**config.mk**
```make
export PLATFORM = sky130hd
export DESIGN_NAME = tinyalu_arbiter
export DESIGN_NICKNAME = d
export VERILOG_FILES = /design/src/rtl/tinyalu_pkg.sv /design/src/rtl/tinyalu_rr_picker.sv /design/src/rtl/tinyalu_arbiter.sv
export SDC_FILE = /design/constraint.sdc
export NUM_CORES = 1
export LEC_CHECK = 0
export CAP_MARGIN = 30
export CELL_PAD_IN_SITES_DETAIL_PLACEMENT = 2
export CELL_PAD_IN_SITES_GLOBAL_PLACEMENT = 2
export CORE_MARGIN = 8
export CORE_UTILIZATION = 23
export DETAILED_ROUTE_END_ITERATION = 8
export PLACE_DENSITY_LB_ADDON = 0.1
export SYNTH_ARGS = -nofsm -noshare
export SYNTH_HDL_FRONTEND = slang
export SYNTH_HIERARCHICAL = 1
export SYNTH_SLANG_ARGS = --single-unit
```
**constraint.sdc**
```tcl
create_clock -name clk_i -period 3.51 [get_ports clk_i]
set_input_delay 0.5265 -clock clk_i [delete_from_list [all_inputs] [get_ports clk_i]]
set_output_delay 0.5265 -clock clk_i [all_outputs]
set_load 0.01 [all_outputs]
```
**src/rtl/tinyalu_pkg.sv**
```systemverilog
// Shared TinyALU types: opcode encoding, arbiter FSM states,
// and the legality check for requester opcodes.
package tinyalu_pkg;

    typedef enum logic [2:0] {
        no_op  = 3'b000,
        add_op = 3'b001,
        and_op = 3'b010,
        xor_op = 3'b011,
        mul_op = 3'b100,
        rst_op = 3'b111
    } operation_t;

    typedef enum logic [2:0] {
        IDLE,
        EXEC,
        NOP,
        RST,
        RESP
    } arb_state_t;

    // 3'b101 and 3'b110 have no ALU meaning.
    function automatic logic is_legal_op(input logic [2:0] op);
        return !((op == 3'b101) || (op == 3'b110));
    endfunction

endpackage

```
**src/rtl/tinyalu_rr_picker.sv**
```systemverilog
// Round-robin one-hot pick: first valid at or after ptr_i, wrapping.
// Ports: valid_i/ptr_i in; grant_o (one-hot or 0) and id_o out.
module tinyalu_rr_picker #(
    parameter int NUM_REQ = 4,
    localparam int IW = (NUM_REQ > 1) ? $clog2(NUM_REQ) : 1
) (
    input  logic [NUM_REQ-1:0] valid_i,
    input  logic [IW-1:0]      ptr_i,
    output logic [NUM_REQ-1:0] grant_o,
    output logic [IW-1:0]      id_o
);

    // Walk from farthest to nearest so the nearest valid wins.
    always_comb begin
        int idx;
        grant_o = '0;
        id_o    = '0;
        idx     = 0;
        for (int k = NUM_REQ - 1; k >= 0; k--) begin
            idx = int'(ptr_i) + k;
            if (idx >= NUM_REQ) idx = idx - NUM_REQ;
            if (valid_i[IW'(idx)]) begin
                grant_o          = '0;
                grant_o[IW'(idx)] = 1'b1;
                id_o             = IW'(idx);
            end
        end
    end

endmodule

```
**src/rtl/tinyalu_arbiter.sv**
```systemverilog
// Round-robin sharing of one TinyALU among NUM_REQ requesters.
// Ports: req_* command side, rsp_* response pulse, alu_* ALU pins.
module tinyalu_arbiter
    import tinyalu_pkg::*;
#(
    parameter int NUM_REQ    = 4,
    parameter int TIMEOUT    = 16,
    parameter int RST_CYCLES = 2
) (
    input  logic                 clk_i,
    input  logic                 reset_i,
    input  logic [NUM_REQ-1:0]   req_valid_i,
    output logic [NUM_REQ-1:0]   req_ready_o,
    input  logic [NUM_REQ*8-1:0] req_a_i,
    input  logic [NUM_REQ*8-1:0] req_b_i,
    input  logic [NUM_REQ*3-1:0] req_op_i,
    output logic [NUM_REQ-1:0]   rsp_valid_o,
    output logic [15:0]          rsp_result_o,
    output logic                 rsp_err_o,
    output logic [7:0]           alu_a_o,
    output logic [7:0]           alu_b_o,
    output logic [2:0]           alu_op_o,
    output logic                 alu_start_o,
    output logic                 alu_reset_n_o,
    input  logic                 alu_done_i,
    input  logic [15:0]          alu_result_i
);

    localparam int IW = (NUM_REQ > 1) ? $clog2(NUM_REQ) : 1;
    localparam int CW = $clog2(TIMEOUT + RST_CYCLES + 1);

    arb_state_t         state_q, state_d;
    logic [IW-1:0]      ptr_q, ptr_d, id_q, id_d, pick_id;
    logic [NUM_REQ-1:0] pick_oh;
    logic [CW-1:0]      cnt_q, cnt_d;
    logic [15:0]        res_q, res_d;
    logic               err_q, err_d;
    logic               accept, legal;
    logic [7:0]         a_sel, b_sel;
    logic [2:0]         op_sel;

    logic [7:0]         alu_a_q, alu_a_d, alu_b_q, alu_b_d;
    logic [2:0]         alu_op_q, alu_op_d;
    logic               alu_start_q, alu_start_d;
    logic               alu_rstn_q, alu_rstn_d;
    logic [NUM_REQ-1:0] rsp_valid_q, rsp_valid_d;
    logic [15:0]        rsp_result_q, rsp_result_d;
    logic               rsp_err_q, rsp_err_d;

    tinyalu_rr_picker #(.NUM_REQ(NUM_REQ)) u_picker (
        .valid_i (req_valid_i),
        .ptr_i   (ptr_q),
        .grant_o (pick_oh),
        .id_o    (pick_id)
    );

    assign req_ready_o = (state_q == IDLE && !reset_i) ? pick_oh : '0;
    assign accept      = (state_q == IDLE) && (|pick_oh);
    assign legal       = is_legal_op(op_sel);

    always_comb begin
        a_sel  = '0;
        b_sel  = '0;
        op_sel = '0;
        for (int i = 0; i < NUM_REQ; i++) begin
            if (pick_id == IW'(i)) begin
                a_sel  = req_a_i[i*8 +: 8];
                b_sel  = req_b_i[i*8 +: 8];
                op_sel = req_op_i[i*3 +: 3];
            end
        end
    end

    always_ff @(posedge clk_i) begin
        if (reset_i) begin
            state_q <= IDLE;
            cnt_q   <= '0;
        end else begin
            state_q <= state_d;
            cnt_q   <= cnt_d;
        end
    end

    // Done is checked before the watchdog, so a same-cycle done wins.
    always_comb begin
        state_d = state_q;
        unique case (state_q)
            IDLE: begin
                if (accept) begin
                    if (!legal)                           state_d = RESP;
                    else if (op_sel == 3'(no_op))         state_d = NOP;
                    else if (op_sel == 3'(rst_op))        state_d = RST;
                    else                                  state_d = EXEC;
                end
            end
            EXEC: begin
                if (alu_done_i)                           state_d = RESP;
                else if (cnt_q == CW'(TIMEOUT - 1))       state_d = RST;
            end
            NOP:     state_d = RESP;
            RST: begin
                if (cnt_q == CW'(RST_CYCLES - 1))         state_d = RESP;
            end
            RESP:    state_d = IDLE;
            default: state_d = IDLE;
        endcase
        cnt_d = (state_d != state_q || state_q == IDLE) ? '0 : cnt_q + 1'b1;
    end

    // Output registers load from next state so ALU pins track it.
    always_comb begin
        ptr_d    = ptr_q;
        id_d     = id_q;
        res_d    = res_q;
        err_d    = err_q;
        alu_a_d  = alu_a_q;
        alu_b_d  = alu_b_q;
        alu_op_d = alu_op_q;
        if (accept) begin
            id_d  = pick_id;
            ptr_d = (pick_id == IW'(NUM_REQ - 1)) ? '0 : pick_id + 1'b1;
            res_d = '0;
            err_d = !legal;
            if (legal) begin
                alu_a_d  = a_sel;
                alu_b_d  = b_sel;
                alu_op_d = op_sel;
            end
        end
        if (state_q == EXEC && alu_done_i) res_d = alu_result_i;
        if (state_q == EXEC && state_d == RST) err_d = 1'b1;
        if (state_q == RESP) err_d = 1'b0;

        alu_start_d = (state_d == EXEC) || (state_d == NOP);
        alu_rstn_d  = (state_d != RST);

        rsp_valid_d = '0;
        if (state_q == RESP) rsp_valid_d[id_q] = 1'b1;
        rsp_result_d = (state_q == RESP) ? res_q : '0;
        rsp_err_d    = (state_q == RESP) && err_q;
    end

    always_ff @(posedge clk_i) begin
        if (reset_i) begin
            ptr_q        <= '0;
            id_q         <= '0;
            res_q        <= '0;
            err_q        <= 1'b0;
            alu_a_q      <= '0;
            alu_b_q      <= '0;
            alu_op_q     <= 3'(no_op);
            alu_start_q  <= 1'b0;
            alu_rstn_q   <= 1'b0;
            rsp_valid_q  <= '0;
            rsp_result_q <= '0;
            rsp_err_q    <= 1'b0;
        end else begin
            ptr_q        <= ptr_d;
            id_q         <= id_d;
            res_q        <= res_d;
            err_q        <= err_d;
            alu_a_q      <= alu_a_d;
            alu_b_q      <= alu_b_d;
            alu_op_q     <= alu_op_d;
            alu_start_q  <= alu_start_d;
            alu_rstn_q   <= alu_rstn_d;
            rsp_valid_q  <= rsp_valid_d;
            rsp_result_q <= rsp_result_d;
            rsp_err_q    <= rsp_err_d;
        end
    end

    assign alu_a_o       = alu_a_q;
    assign alu_b_o       = alu_b_q;
    assign alu_op_o      = alu_op_q;
    assign alu_start_o   = alu_start_q;
    assign alu_reset_n_o = alu_rstn_q;
    assign rsp_valid_o   = rsp_valid_q;
    assign rsp_result_o  = rsp_result_q;
    assign rsp_err_o     = rsp_err_q;

endmodule
```
==> metrics.cfg <==
[status]
status = completed

[floorplanning]
num_rows = 48
die_x_um = 149
io_pins = 145
start_util = 0.235
fp.dieH_um = 149
fp.dieArea_um2 = 22300
core_area_um2 = 17400

[job]
drv_cap = 0

[timing]
slew_violations = 0
fmax_ghz = 0.292
timing.final.crit_period_ns = 3.43
rsz0062_at_grt = true
fin_crit_sh = 0.976
fin_worst_skew_ns = 0.00766
finalHoldViolCount = 0
tns_ns = 0
max_slew_margin = 0.544
setup_slack_ns = 0.0838
worstMarginPinSlew_ns = 0.682
holdWs_ns = 0.454
setup_viol = 0

[hold_path]
hp-start = res_q[10]
hold_path_class = reg2reg

[cts]
cts_made_buffers = 9
clkSinkCount = 71
clockBufferDepth = 2
cts-root-buf = clkbuf_16
path_clk_slew_ns = 0.06
cts_tree = yes
worstSkewPairLatency_ns = 0.33
htree_levels = 3

[yosys]
ys_seq_elements = 71
synth_edf_count = 0
yosysSeqAreaShare = 0.348
ys_warn_count = 6
synthCells = 470
syn_area_um2 = 4080
synth_ff_type = dfxtp_1
async_flop_share = 0
syn_avg_cell_area_um2 = 8.69
synth_cell_types = 60
syn_nets = 584

[global_routing]
grt_max_degree = 50
grt_pass1_wl_mm = 26.5
grt_pass1_vias = 4872
antenna_found_initial = 0
grt_use_total = 0.149
grt.overflow.total = 0

[route]
wl_met3_um = 796
via_count = 4365
postRouteAntennaNets = 0
wl_per_cell_um = 18.7
viasPerCell = 4.83
wl_met1_mm = 7.38
drtPass1Iterations = 4
drc = 0
finalWirelength_mm = 16.9
dr.max_layer_used = met4
wl_met2_mm = 8.54
drtIter0Drc = 95

[placed_design]
place_hpwl_mm = 12.5
place_congestion = 0.788
port_buffers = 144
dpl_cell_area_um2 = 6120
dpl_worst_slack_ns = -0.934

[setup_path]
path_max_fanout = 7
max_stage_delay_ns = 0.53
crit_buf_inv = 4
cpMostUsedCell = buf_4
path_cells = inv_1, ha_4, buf_4, mux4_2, buf_4, nor2b_4, a22o_1, a221o_1, and2_1, clkdlybuf4s50_1
critPathLaunch = ptr_q[1]
worstSetupPathType = reg2out
crit_family = buffers and inverters
crit_path_top_delay_cell = clkdlybuf4s50_1
cp.arrival_ns = 2.90
r2r-start = ptr_q[0]
worstSetupEndpointType = primary output
setup.worst_path.start_class = flop
required_ns = 2.98

[pwr]
power_density_nw_per_um2 = 910
vdd_ir_drop_max_uv = 381
cellLeakagePower_uw = 0.00259

[layout]
drive_above_1_share = 0.261
final_area_um2 = 6950
nNetsFinal = 788
fillers = 1899
diodes = 0
area_growth_pct = 70.2

==> synthesized netlist by cell type (2+ instances only) <==
library cell,number,share of area
dfxtp_1,71,0.35
nand2_1,45,0.041
a21oi_1,31,0.038
clkbuf_1,25,0.023
inv_1,24,0.022
nor2_1,24,0.022
nand3_1,23,0.028
nor2b_1,22,0.034
a211oi_1,21,0.039
and2_1,21,0.032
a211oi_2,17,0.052
o31ai_1,16,0.029
a221oi_1,15,0.032
ha_1,15,0.046
a22o_1,7,0.015
nor3_1,7,0.0086
a31oi_1,6,0.0092
buf_2,6,0.0074
nor3b_1,6,0.011
buf_6,5,0.014
o21ai_0,5,0.0061
and3_1,4,0.0061
buf_4,4,0.0074
mux2i_1,4,0.0098
nand3b_1,4,0.0074
a211oi_4,3,0.015
nor4_1,3,0.0046
a221o_1,2,0.0049
mux4_1,2,0.013
or2_2,2,0.0031
==> report_power, final <==
part	internal, uW	total, uW	switching (uW)	leakage [uW]
Clock	587	930	343	0.000152
Sequential	943	1050	106	0.000579
Combinational	2190	4340	2150	0.00186
Total	3720	6320	2600	0.00259
==> through the flow <==
| stage | util | power [uW] | instances |
|---|---|---|---|
| final | 0.400 | 6320 | 904 |
| after global routing | 0.400 | 6710 | 904 |
| after CTS | 0.391 | 6070 | 897 |
| after detailed placement | 0.353 | 4310 | 863 |
| after global placement | 0.353 | 4230 | 863 |
| after floorplan | - | 2920 | 470 |
==> area by class of cell <==
cell class | instances | area (um2) | area share
multi-input cells | 337 | 2660 | 0.382
well taps | 225 | 282 | 0.0405
clock buffers | 11 | 253 | 0.0364
repair buffers | 231 | 2180 | 0.314
inverters | 24 | 90.1 | 0.0130
flip-flops and latches | 71 | 1430 | 0.205
clock inverters | 5 | 56.3 | 0.00810
==> registers in the layout, summed over array words and instances, names as in the netlist <==
register	count
alu_op_o	3
alu_reset_n_o	1
res_q	16
alu_start_o	1
rsp_err_o	1
ptr_q	2
rsp_result_o	16
cnt_q	5
id_q	2
alu_a_o	8
err_q	1
alu_b_o	8
state_q	3
rsp_valid_o	4
==> layout by cell type, fill, tap and decap left out, types with 3 or more instances in the layout <==
cell type,n
a211oi_1,7
a211oi_2,27
a211oi_4,9
a21oi_1,28
a221oi_1,15
a22o_1,7
a31oi_1,5
and2_1,21
and3_1,4
buf_4,73
buf_6,10
clkbuf_16,10
clkdlybuf4s50_1,137
dfxtp_1,70
ha_1,11
ha_4,4
inv_1,22
mux2i_1,4
mux4_2,3
nand2_1,45
nand3_1,22
nand3b_1,4
nor2_1,24
nor2b_1,20
nor3_1,5
nor3b_1,5
o21ai_0,5
o31ai_1,16
==> worst paths after layout <==
path              cells after the start                to  slack (ns)
setup / recovery                     10    req_ready_o[1]        0.08
hold / removal                        1  rsp_result_o[10]        0.45
setup reg to reg                     17        alu_b_o[6]        0.10
hold reg to reg                       1  rsp_result_o[10]        0.45
==> layer usage <==
| layer | up-vias | GRT usage |
|---|---|---|
| li1 | 2102 | - |
| met1 | 2147 | 0.179 |
| met2 | 102 | 0.264 |
| met3 | 14 | 0.0300 |
| met4 | 0 | 0.0434 |
| met5 | - | 0 |
==> kinds of logic (layout without fill, tap and decap cells) <==
logic type	count (synthesis)	in the layout	synth area share
AO/OA/AOI/OAI	134	137	0.265
adder cells (fa/ha/maj)	16	16	0.0487
flip-flops	71	71	0.348
buffers and inverters	65	271	0.0745
AND/OR/NAND/NOR	173	173	0.225
multiplexers	8	8	0.0310
XOR/XNOR	3	3	0.00828
==> timing repair <==
| action | 4_1_cts | 5_1_grt |
|---|---|---|
| setup buffers | 13 | 6 |
| hold buffers | 0 | 0 |
| gates cloned | 5 | 1 |
| gates resized for setup | 38 | 32 |
| endpoints found under the hold margin | 0 | 0 |
| pin swaps | 14 | 19 |
| setup endpoints to repair | 47 | 47 |
Note: power is estimated with default switching activity, not from simulation.
